`config.mk`:
```
export PLATFORM = sky130hd
export DESIGN_NAME = matmul_out_collector
export DESIGN_NICKNAME = d
export VERILOG_FILES = /design/src/rtl/matmul_out_collector.sv
export SDC_FILE = /design/constraint.sdc
export NUM_CORES = 1
export LEC_CHECK = 0
export CORE_MARGIN = 5
export CORE_UTILIZATION = 40
export CTS_CLUSTER_DIAMETER = 80
export DETAILED_ROUTE_END_ITERATION = 16
export GPL_TIMING_DRIVEN = 0
export PLACE_DENSITY = 0.63
export SYNTH_ARGS = -nofsm -noshare
export SYNTH_HDL_FRONTEND = slang
export SYNTH_SLANG_ARGS = --single-unit
```
`constraint.sdc`:
```
create_clock -name clk -period 18.94 [get_ports clk]
set_input_delay 3.788 -clock clk [delete_from_list [all_inputs] [get_ports clk]]
set_output_delay 3.788 -clock clk [all_outputs]
set_load 0.05 [all_outputs]
```
`src/rtl/matmul_out_collector.sv`:
```
// Deskew/writeback stage for the systolic array bottom edge: reassembles column-skewed
// result words into rows and writes one row per cycle to the output BRAM. Optional macro: PROXY_SUBST_EN.
module matmul_out_collector #(
   parameter int ROWS           = 4,
   parameter int COLS           = 4,
   parameter int WORD_SIZE      = 16,
   parameter int MEM_PORT_WIDTH = COLS*WORD_SIZE
) (
   input  logic                      clk,
   input  logic                      rst,
   input  logic                      start,
   input  logic [31:0]               base_addr,
   input  logic [COLS-1:0]           col_valid,
   input  logic [COLS*WORD_SIZE-1:0] col_data,
`ifdef PROXY_SUBST_EN
   input  logic [COLS-1:0]           proxy_out_valid_bus,
   input  logic [COLS*WORD_SIZE-1:0] proxy_output_bus,
   input  logic [COLS-1:0]           faulty_col_mask,
`endif
   output logic [MEM_PORT_WIDTH-1:0] output_mem_wr_data,
   output logic [31:0]               output_mem_addr,
   output logic                      output_mem_wr_en,
   output logic                      busy,
   output logic                      done,
   output logic                      overflow_err
);

   localparam int CW = $clog2(ROWS + 1);
   localparam int RW = (ROWS > 1) ? $clog2(ROWS) : 1;
   localparam logic [CW-1:0] ROWS_C = CW'(ROWS);

   typedef enum logic [1:0] {IDLE, COLLECT, DONE} state_t;

   state_t                    state_q, state_d;
   logic [CW-1:0]             rcnt_q [COLS];
   logic [CW-1:0]             rcnt_d [COLS];
   logic [CW-1:0]             wcnt_q, wcnt_d;
   logic [CW-1:0]             minRcnt;
   logic [WORD_SIZE-1:0]      rowBuf_q [ROWS][COLS];
   logic [WORD_SIZE-1:0]      rowBuf_d [ROWS][COLS];
   logic [31:0]               addrBase_q, addrBase_d;
   logic                      overflow_q, overflow_d;
   logic                      wrEn_q, wrEn_d;
   logic [31:0]               wrAddr_q, wrAddr_d;
   logic [MEM_PORT_WIDTH-1:0] wrData_q, wrData_d;
   logic [COLS-1:0]           effValid;
   logic [COLS*WORD_SIZE-1:0] effData;
`ifdef PROXY_SUBST_EN
   logic [COLS-1:0]           faultyMask_q, faultyMask_d;
`endif

   // Masked columns take their stream from the proxy bus instead of the array edge
   always_comb begin
      effValid = col_valid;
      effData  = col_data;
`ifdef PROXY_SUBST_EN
      for (int c = 0; c < COLS; c++) begin
         if (faultyMask_q[c]) begin
            effValid[c]                         = proxy_out_valid_bus[c];
            effData[c*WORD_SIZE +: WORD_SIZE]   = proxy_output_bus[c*WORD_SIZE +: WORD_SIZE];
         end
      end
`endif
   end

   always_ff @(posedge clk) begin
      if (rst) begin
         state_q <= IDLE;
      end else begin
         state_q <= state_d;
      end
   end

   always_comb begin
      state_d = state_q;
      case (state_q)
         IDLE:    if (start) state_d = COLLECT;
         COLLECT: if (wcnt_q == ROWS_C) state_d = DONE;
         DONE:    state_d = IDLE;
         default: state_d = IDLE;
      endcase
   end

   always_comb begin
      busy               = (state_q == COLLECT);
      done               = (state_q == DONE);
      output_mem_wr_en   = wrEn_q;
      output_mem_addr    = wrAddr_q;
      output_mem_wr_data = wrData_q;
      overflow_err       = overflow_q;
   end

   // Writeback looks at the post-capture counters and buffer so a row leaves
   // on the same edge that captures its final word
   always_comb begin
      rcnt_d     = rcnt_q;
      wcnt_d     = wcnt_q;
      rowBuf_d   = rowBuf_q;
      addrBase_d = addrBase_q;
      overflow_d = overflow_q;
      wrEn_d     = 1'b0;
      wrAddr_d   = wrAddr_q;
      wrData_d   = wrData_q;
      minRcnt    = ROWS_C;
`ifdef PROXY_SUBST_EN
      faultyMask_d = faultyMask_q;
`endif
      case (state_q)
         IDLE: begin
            if (start) begin
               addrBase_d = base_addr;
               wcnt_d     = '0;
               overflow_d = 1'b0;
               for (int c = 0; c < COLS; c++) rcnt_d[c] = '0;
`ifdef PROXY_SUBST_EN
               faultyMask_d = faulty_col_mask;
`endif
            end
            if (|effValid) overflow_d = 1'b1;
         end
         COLLECT: begin
            for (int c = 0; c < COLS; c++) begin
               if (effValid[c]) begin
                  if (rcnt_q[c] < ROWS_C) begin
                     rowBuf_d[rcnt_q[c][RW-1:0]][c] = effData[c*WORD_SIZE +: WORD_SIZE];
                     rcnt_d[c] = rcnt_q[c] + CW'(1);
                  end else begin
                     overflow_d = 1'b1;
                  end
               end
            end
            for (int c = 0; c < COLS; c++) begin
               if (rcnt_d[c] < minRcnt) minRcnt = rcnt_d[c];
            end
            if (wcnt_q < minRcnt) begin
               wrEn_d   = 1'b1;
               wrAddr_d = addrBase_q + 32'(wcnt_q);
               wrData_d = '0;
               for (int c = 0; c < COLS; c++) begin
                  wrData_d[c*WORD_SIZE +: WORD_SIZE] = rowBuf_d[wcnt_q[RW-1:0]][c];
               end
               wcnt_d = wcnt_q + CW'(1);
            end
         end
         DONE: begin
            if (|effValid) overflow_d = 1'b1;
         end
         default: ;
      endcase
   end

   always_ff @(posedge clk) begin
      if (rst) begin
         for (int c = 0; c < COLS; c++) rcnt_q[c] <= '0;
         wcnt_q     <= '0;
         addrBase_q <= '0;
         overflow_q <= 1'b0;
         wrEn_q     <= 1'b0;
         wrAddr_q   <= '0;
         wrData_q   <= '0;
`ifdef PROXY_SUBST_EN
         faultyMask_q <= '0;
`endif
      end else begin
         rcnt_q     <= rcnt_d;
         wcnt_q     <= wcnt_d;
         addrBase_q <= addrBase_d;
         overflow_q <= overflow_d;
         wrEn_q     <= wrEn_d;
         wrAddr_q   <= wrAddr_d;
         wrData_q   <= wrData_d;
`ifdef PROXY_SUBST_EN
         faultyMask_q <= faultyMask_d;
`endif
      end
   end

   // Row storage needs no reset; counters gate every read
   always_ff @(posedge clk) begin
      rowBuf_q <= rowBuf_d;
   end

endmodule

```
==> insert_results.sql, run 1 <==
INSERT INTO impl_metrics (metric_group, metric, value, unit) VALUES
('clock_tree', 'cts_sinks', '403', ''),
('yosys', 'asyncSetResetFlopFracSynth', '0', '%'),
('setup_path', 'critical_path.max_fanout', '10', ''),
('place', 'detailed_place_hpwl', '38300', 'um'),
('die', 'die_w', '233', 'um'),
('yosys', 'ys.flop_type', 'sky130_fd_sc_hd__edfxtp_1', ''),
('setup_path', 'crit_path_end_kind', 'flip-flop', ''),
('yosys', 'post_synth_mux_area_share', '22.2', '%'),
('yosys', 'ys_warn_count', '0', ''),
('die', 'placement_rows', '81', ''),
('cells_and_area', 'antennaDiodeCount', '0', ''),
('setup_path', 'crit_type', 'in2reg', ''),
('clock_tree', 'cts-root-to-sink-buffers', '3', ''),
('sta', 'setup_viol', '0', ''),
('place', 'placed_area', '22900', 'um^2'),
('yosys', 'post_synth_instance_area', '19900', 'um^2'),
('clock_tree', 'post_cts.resized_instances', '0', ''),
('yosys', 'syn_area_per_cell', '13.2', 'um^2'),
('yosys', 'post-synth-top-area-fraction', '38.6', '%'),
('yosys', 'synth_compound_gate_area_share', '12.1', '%'),
('cells_and_area', 'finish.cell_count_without_fillers', '2455', ''),
('yosys', 'synth_top_cells_by_area', 'sky130_fd_sc_hd__edfxtp_1, sky130_fd_sc_hd__dfxtp_1, sky130_fd_sc_hd__mux2_2', ''),
('yosys', 'yosys.cell_types.count', '60', ''),
('yosys', 'postSynthRegisterBits', '403', ''),
('place', 'numPlacedInstances', '2372', ''),
('die', 'core_region_area', '49100', 'um^2'),
('pwr', 'switching_power', '619', 'uW'),
('sta', 'final.period_utilization', '48.6', '%'),
('yosys', 'yosys-top-cells-count', 'sky130_fd_sc_hd__mux2_2, sky130_fd_sc_hd__edfxtp_1, sky130_fd_sc_hd__dfxtp_1', ''),
('drt', 'wirelength', '54700', 'um'),
('yosys', 'yosys.cell_count.top_type', 'sky130_fd_sc_hd__mux2_2', ''),
('die', 'die_height', '233', 'um'),
('clock_tree', 'htree_levels', '2', ''),
('global_routing', 'global_route_wire_length_before_repair', '83800', 'um'),
('sta', 'clock.fmax', '109', 'MHz'),
('sta', 'worst-slew-pin-transition', '1.14', 'ns'),
('drt', 'final_antenna_violating_net_count', '0', ''),
('run_status', 'outcome', 'complete, no violations', ''),
('die', 'full_die_area', '54300', 'um^2'),
('clock_tree', 'cts_tree', 'done', ''),
('global_routing', 'grt_start_max_net_pins', '72', ''),
('sta', 'fin_skew', '0.0286', 'ns'),
('pwr', 'cellLeakagePower', '0.00842', 'uW'),
('cells_and_area', 'finalNetCount', '1893', ''),
('cells_and_area', 'layout.cell_area.non_filler', '24400', 'um^2'),
('yosys', 'yosys.area_share.xor_xnor', '1.23', '%'),
('pwr', 'clock_power_share', '38.7', '%'),
('clock_tree', 'ctsHoldBuffers', '0', ''),
('sta', 'shortest_clock_period_the_worst_path_allows_after_layout', '9.20', 'ns'),
('setup_path', 'cp_data_required_time', '19.42', 'ns'),
('drt', 'viasPerCell', '5.63', ''),
('pwr', 'power.share.switching', '26.9', '%'),
('pwr', 'power.density', '94.3', 'nW/um^2'),
('yosys', 'synth_edf_count', '256', ''),
('pwr', 'power.sequential.fraction', '44.8', '%'),
('hold_path', 'path_type_of_the_worst_min_delay_path', 'reg2reg', ''),
('yosys', 'synthAdderAreaFrac', '2.24', '%'),
('drt', 'drtIter0Drc', '1020', ''),
('sta', 'grt_setup_unrepaired', 'no', ''),
('global_routing', 'gr-total-overflow', '0', ''),
('drt', 'drtPass1Iterations', '5', ''),
('drt', 'vias', '13800', ''),
('yosys', 'cell_accounting_for_the_most_synthesized_area', 'sky130_fd_sc_hd__edfxtp_1', ''),
('die', 'num_io_pins', '203', ''),
('clock_tree', 'clockRootBuffer', 'sky130_fd_sc_hd__clkbuf_16', ''),
('cells_and_area', 'post-route-util', '49.7', '%'),
('sta', 'hold_viol_final', '0', ''),
('pwr', 'comb_power_share', '16.5', '%'),
('run', 'maxCapViolCount', '0', ''),
('sta', 'finalSetupTns', '0', 'ns'),
('clock_tree', 'clkSlewWorstSetupHoldPaths', '0.06', 'ns');
## path summary, 6_finish.rpt
path | depth (start not counted) | endpoint | slack [ns] | from
hold / removal | 2 | addrBase_q[2]$_SDFFE_PP0P_ | 0.46 | addrBase_q[2]$_SDFFE_PP0P_
setup / recovery | 23 | output_mem_addr[10]$_SDFFE_PP0P_ | 9.74 | col_valid[1]
setup reg to reg | 22 | output_mem_addr[10]$_SDFFE_PP0P_ | 12.97 | rcnt_q[9]$_SDFFE_PP0P_
hold reg to reg | 2 | addrBase_q[2]$_SDFFE_PP0P_ | 0.46 | addrBase_q[2]$_SDFFE_PP0P_
## cells by family (layout without fill, tap and decap cells)
group	after synthesis	after routing
multiplexers	328	328
buffers and inverters	159	448
AND/OR/NAND/NOR	214	214
XOR/XNOR	28	28
AO/OA/AOI/OAI	335	335
flip-flops	403	403
adder cells (fa/ha/maj)	35	35
## cell type report
class                   instances  area, um^2
plain buffers                 125         561
clock buffers                  69        1450
clock inverters                14        77.6
fillers                      4332       24700
inverters                      34         128
multi-input cells             940        8580
flip-flops and latches        403       10600
well taps                     664         831
repair buffers                206        2120
## critical path: stages
cell and delay, ns:
sky130_fd_sc_hd__clkdlybuf4s50_1 0.55, sky130_fd_sc_hd__nor2b_1 0.15, sky130_fd_sc_hd__buf_4 0.17, sky130_fd_sc_hd__nor2_1 0.05, sky130_fd_sc_hd__a21oi_1 0.23, sky130_fd_sc_hd__inv_1 0.10, sky130_fd_sc_hd__ha_1 0.30, sky130_fd_sc_hd__o21a_1 0.12
sky130_fd_sc_hd__nor2_1 0.04, sky130_fd_sc_hd__a311oi_1 0.40, sky130_fd_sc_hd__a31oi_4 0.12, sky130_fd_sc_hd__o22ai_1 0.28, sky130_fd_sc_hd__ha_1 0.29, sky130_fd_sc_hd__nor2_1 0.15, sky130_fd_sc_hd__a311oi_1 0.07, sky130_fd_sc_hd__o32ai_1 0.33
sky130_fd_sc_hd__ha_1 0.30, sky130_fd_sc_hd__nand2_1 0.08, sky130_fd_sc_hd__o21bai_1 0.25, sky130_fd_sc_hd__clkbuf_1 0.90, sky130_fd_sc_hd__clkbuf_1 0.51, sky130_fd_sc_hd__o2111ai_1 0.24, sky130_fd_sc_hd__o211a_1 0.23
## cells in the final DEF, fill, tap and decap left out, drive strengths merged, types with 8 or more instances in the layout
| cell type | netlist | layout |
|---|---|---|
| a21oi | 119 | 119 |
| buf | 32 | 36 |
| clkbuf | 93 | 162 |
| clkdlybuf4s50 | 0 | 202 |
| clkinv | 0 | 12 |
| dfxtp | 147 | 147 |
| edfxtp | 256 | 256 |
| ha | 34 | 34 |
| inv | 34 | 36 |
| mux2 | 261 | 261 |
| mux4 | 64 | 64 |
| nand2 | 100 | 100 |
| nand3 | 14 | 14 |
| nor2 | 31 | 31 |
| nor2b | 12 | 12 |
| o2111ai | 75 | 75 |
| o211a | 26 | 26 |
| o21ai | 9 | 9 |
| o31ai | 68 | 68 |
| or4 | 21 | 21 |
| xnor2 | 20 | 20 |
| xor2 | 8 | 8 |
## power groups by stage
stage               Clock [uW]  Combinational [uW]  Sequential, uW
floorplan                    0                 207            1090
global placement             0                 366            1070
detailed placement           0                 379            1050
CTS                        910                 380            1030
global route               948                 405            1040
finish                     891                 378            1030
## sequential cells by signal (all words and copies together) (netlist names)
signal	count
rowBuf_q	256
output_mem_wr_data	64
overflow_err	1
wcnt_q	3
state_q	2
rcnt_q	12
output_mem_addr	32
addrBase_q	32
output_mem_wr_en	1
## metal layers
metal  wire, um  global-route usage [%]  part of all wire [%]
met1      24000                    26.4                    44
met2      26200                    32.8                    48
met3       3060                    4.26                   5.6
met4       1320                    5.00                   2.4
met5         48                       0                 0.088
## stage by stage
step / worst slack, ns / total power [uW]
2_1_floorplan: 8.52 / 1300
3_3_place_gp: 4.39 / 1430
3_5_place_dp: 9.24 / 1430
4_1_cts: 9.87 / 2320
5_1_grt: 9.46 / 2390
6_report: 9.74 / 2300
Note: power is estimated with default switching activity, not from simulation.
==> inputs of run 2 (changes only) <==
Clock period 18.94 ns to 8.7 ns, I/O delays scaled along.
==> results of run 2 <==
Same layout as run 1 (identical final DEF). Status: complete, no violations.
Main changes from that run: setup slack after placement 9.24 ns -> 1.04 ns; setup slack after layout 9.74 ns -> 1.55 ns; register-to-register setup slack 12.97 ns -> 2.73 ns; total power 2300 uW -> 5010 uW; worst IR drop on VDD 0.0000634 V -> 0.000138 V
==> inputs of run 3 (changes only) <==
Clock period 8.7 ns to 6.7 ns, I/O delays scaled along.
==> run 3 against run 2 <==
  * Total power up 31%
  * Setup slack worse by 1.3 ns
  * Cell count up 0.12%
  * Largest power group unchanged
  * Clock power up 32%
==> insert_results.sql, run 3 (synthesized netlist as in run 1, its figures left out) <==
INSERT INTO impl_metrics (metric_group, metric, value, unit) VALUES
('place', 'gp_congestion', '0.819', ''),
('run', 'maxCapViolCount', '0', ''),
('drt', 'final_antenna_violating_net_count', '0', ''),
('setup_path', 'cp_data_required_time', '7.19', 'ns'),
('hold_path', 'path_type_of_the_worst_min_delay_path', 'reg2reg', ''),
('clock_tree', 'ctsHoldBuffers', '0', ''),
('global_routing', 'grt_usage', '19.5', '%'),
('clock_tree', 'clkSlewWorstSetupHoldPaths', '0.06', 'ns'),
('setup_path', 'critical_path_data_arrival_time', '6.92', 'ns'),
('drt', 'drtIter0Drc', '928', ''),
('die', 'die_w', '233', 'um'),
('pwr', 'vdd_drop_max', '0.000169', 'V'),
('setup_path', 'critPathLaunchType', 'input port', ''),
('cells_and_area', 'layout_common_cells', 'sky130_fd_sc_hd__mux2_2, sky130_fd_sc_hd__edfxtp_1, sky130_fd_sc_hd__clkdlybuf4s50_1, sky130_fd_sc_hd__dfxtp_1, sky130_fd_sc_hd__a21oi_1', ''),
('clock_tree', 'worst_skew_pair.late_latency', '0.57', 'ns'),
('global_routing', 'grt_start_max_net_pins', '67', ''),
('clock_tree', 'cts_tree', 'done', ''),
('hold_path', 'worst_hold_path.num_cells', '2', ''),
('sta', 'finalSetupTns', '0', 'ns'),
('clock_tree', 'htree_levels', '2', ''),
('setup_path', 'critPathLaunch', 'col_valid[1]', ''),
('sta', 'hold_viol_final', '0', ''),
('sta', 'maxSlewHeadroom', '23.7', '%'),
('setup_path', 'ff2ff_setup_slack', '1.09', 'ns'),
('clock_tree', 'clockRootBuffer', 'sky130_fd_sc_hd__clkbuf_16', ''),
('global_routing', 'global_route_wire_length_before_repair', '82600', 'um'),
('run_status', 'outcome', 'complete, no violations', ''),
('die', 'effective_utilization_at_floorplan', '40.5', '%'),
('die', 'num_io_pins', '203', ''),
('drt', 'viasPerCell', '5.62', ''),
('cells_and_area', 'largest_register_ff_count', '256', ''),
('setup_path', 'critical_path.max_fanout', '10', ''),
('sta', 'hold_ws', '0.460', 'ns'),
('cells_and_area', 'layout.cells.most_common', 'sky130_fd_sc_hd__mux2_2', ''),
('die', 'full_die_area', '54300', 'um^2'),
('die', 'core_region_area', '49100', 'um^2'),
('cells_and_area', 'syn2layout_area_growth', '22.9', '%'),
('setup_path', 'crit_type', 'in2reg', ''),
('sta', 'clock.fmax', '155', 'MHz'),
('sta', 'grt_setup_unrepaired', 'no', ''),
('drt', 'remaining_drc_errors', '0', ''),
('place', 'portBuffers', '202', ''),
('setup_path', 'regToRegEndpoint', 'output_mem_wr_data[57]$_SDFFE_PP0P_', ''),
('sta', 'drv_slew', '0', ''),
('setup_path', 'timing.rr.start', 'rcnt_q[6]$_SDFFE_PP0P_', ''),
('clock_tree', 'cts_made_buffers', '45', ''),
('die', 'placement_rows', '81', ''),
('global_routing', 'vias_in_the_first_global_route', '14200', ''),
('place', 'detailed_place_hpwl', '37900', 'um'),
('drt', 'wirelength', '54400', 'um'),
('setup_path', 'timing.critical_path.to', 'output_mem_wr_data[57]$_SDFFE_PP0P_', ''),
('pwr', 'power.density', '268', 'nW/um^2'),
('drt', 'route.detailed.wl_per_inst', '22.1', 'um'),
('cells_and_area', 'regMostFlops', 'rowBuf_q', ''),
('cells_and_area', 'drive_gt1_share', '24.7', '%'),
('die', 'die_height', '233', 'um'),
('global_routing', 'gr-total-overflow', '0', ''),
('clock_tree', 'cts-root-to-sink-buffers', '3', ''),
('clock_tree', 'cts_sinks', '403', ''),
('drt', 'vias', '13800', ''),
('sta', 'fin_skew', '0.0188', 'ns'),
('cells_and_area', 'finalNetCount', '1895', ''),
('sta', 'final.period_utilization', '96.0', '%'),
('pwr', 'cellLeakagePower', '0.00845', 'uW'),
('sta', 'worst-slew-pin-transition', '1.14', 'ns'),
('sta', 'setup_viol', '0', ''),
('drt', 'drtPass1Iterations', '5', ''),
('setup_path', 'crit_path_end_kind', 'flip-flop', ''),
('sta', 'shortest_clock_period_the_worst_path_allows_after_layout', '6.43', 'ns'),
('setup_path', 'reg2reg_depth', '20', ''),
('global_routing', 'antenna_violations_before_repair', '6', '');
-- run 3: cell type report --
type                            count  area [um^2]
Tap cell                          664          831
Inverter                           34          128
Timing Repair Buffer              208         2150
Clock inverter                     11         86.3
Buffer                            125          566
Multi-Input combinational cell    940         8580
Antenna cell                        1         2.50
Sequential cell                   403        10600
Clock buffer                       72         1480
Fill cell                        4274        24600
-- run 3: metrics by stage --
step                      util, %  instances  setup slack (ns)  cell area, um^2  power (uW)
after detailed placement     46.6       2372            -0.533            22900        4040
after CTS                    49.8       2455            0.0713            24400        6610
after global routing         49.8       2458            0.0285            24500        6800
after floorplan                 -       1502              1.30            19900        3650
final                        49.8       2458             0.265            24500        6560
after global placement       46.4       2368             -1.08            22700        4020
-- run 3: critical path, cell delays in order --
cell and delay (ns):
sky130_fd_sc_hd__clkdlybuf4s50_1 0.55, sky130_fd_sc_hd__nor2b_1 0.15, sky130_fd_sc_hd__buf_4 0.16, sky130_fd_sc_hd__nor2_1 0.05, sky130_fd_sc_hd__a21oi_1 0.25, sky130_fd_sc_hd__inv_1 0.11
sky130_fd_sc_hd__ha_1 0.32, sky130_fd_sc_hd__o21a_1 0.20, sky130_fd_sc_hd__nor2_1 0.15, sky130_fd_sc_hd__o2bb2ai_1 0.15, sky130_fd_sc_hd__a21oi_1 0.37, sky130_fd_sc_hd__mux2_2 0.25
sky130_fd_sc_hd__buf_4 0.28, sky130_fd_sc_hd__a311oi_1 0.15, sky130_fd_sc_hd__o32ai_1 0.34, sky130_fd_sc_hd__ha_1 0.30, sky130_fd_sc_hd__nand2_1 0.08, sky130_fd_sc_hd__o21bai_1 0.25
sky130_fd_sc_hd__clkbuf_2 0.52, sky130_fd_sc_hd__clkbuf_1 0.52, sky130_fd_sc_hd__o2111ai_1 0.24, sky130_fd_sc_hd__a21oi_1 0.17
-- run 3: repair_timing --
action,in CTS,in global routing
buffers inserted,0,2
hold endpoints to repair,0,0
gates resized for setup,0,7
setup endpoints to repair,0,71
-- run 3: report_power, final --
part | leakage (uW) | internal, uW | switching [uW] | total [uW]
combinational | 0.00410 | 412 | 669 | 1080
sequential | 0.00358 | 2850 | 62.0 | 2910
clock | 0.000776 | 1550 | 1020 | 2570
total | 0.00845 | 4810 | 1750 | 6560
-- run 3: layer usage --
layer | vias to the layer above | wire (um) | global-route usage [%] | share of wire, %
met4 | 8 | 1410 | 5.59 | 2.6
li1 | 6436 | - | - | -
met2 | 386 | 25900 | 31.5 | 48
met1 | 6897 | 23700 | 26.2 | 44
met5 | - | 54 | 0 | 0.099
met3 | 78 | 3320 | 4.72 | 6.1
-- run 3: worst min path at each step --
stage,to,slack [ns],start
after floorplan,addrBase_q[26]$_SDFFE_PP0P_,0.44,addrBase_q[26]$_SDFFE_PP0P_
after detailed placement,addrBase_q[30]$_SDFFE_PP0P_,0.45,addrBase_q[30]$_SDFFE_PP0P_
after CTS,addrBase_q[30]$_SDFFE_PP0P_,0.46,addrBase_q[30]$_SDFFE_PP0P_
after global routing,output_mem_wr_data[16]$_SDFFE_PP0P_,0.49,output_mem_wr_data[16]$_SDFFE_PP0P_
after global placement,addrBase_q[0]$_SDFFE_PP0P_,0.45,addrBase_q[0]$_SDFFE_PP0P_
final,addrBase_q[30]$_SDFFE_PP0P_,0.46,addrBase_q[30]$_SDFFE_PP0P_
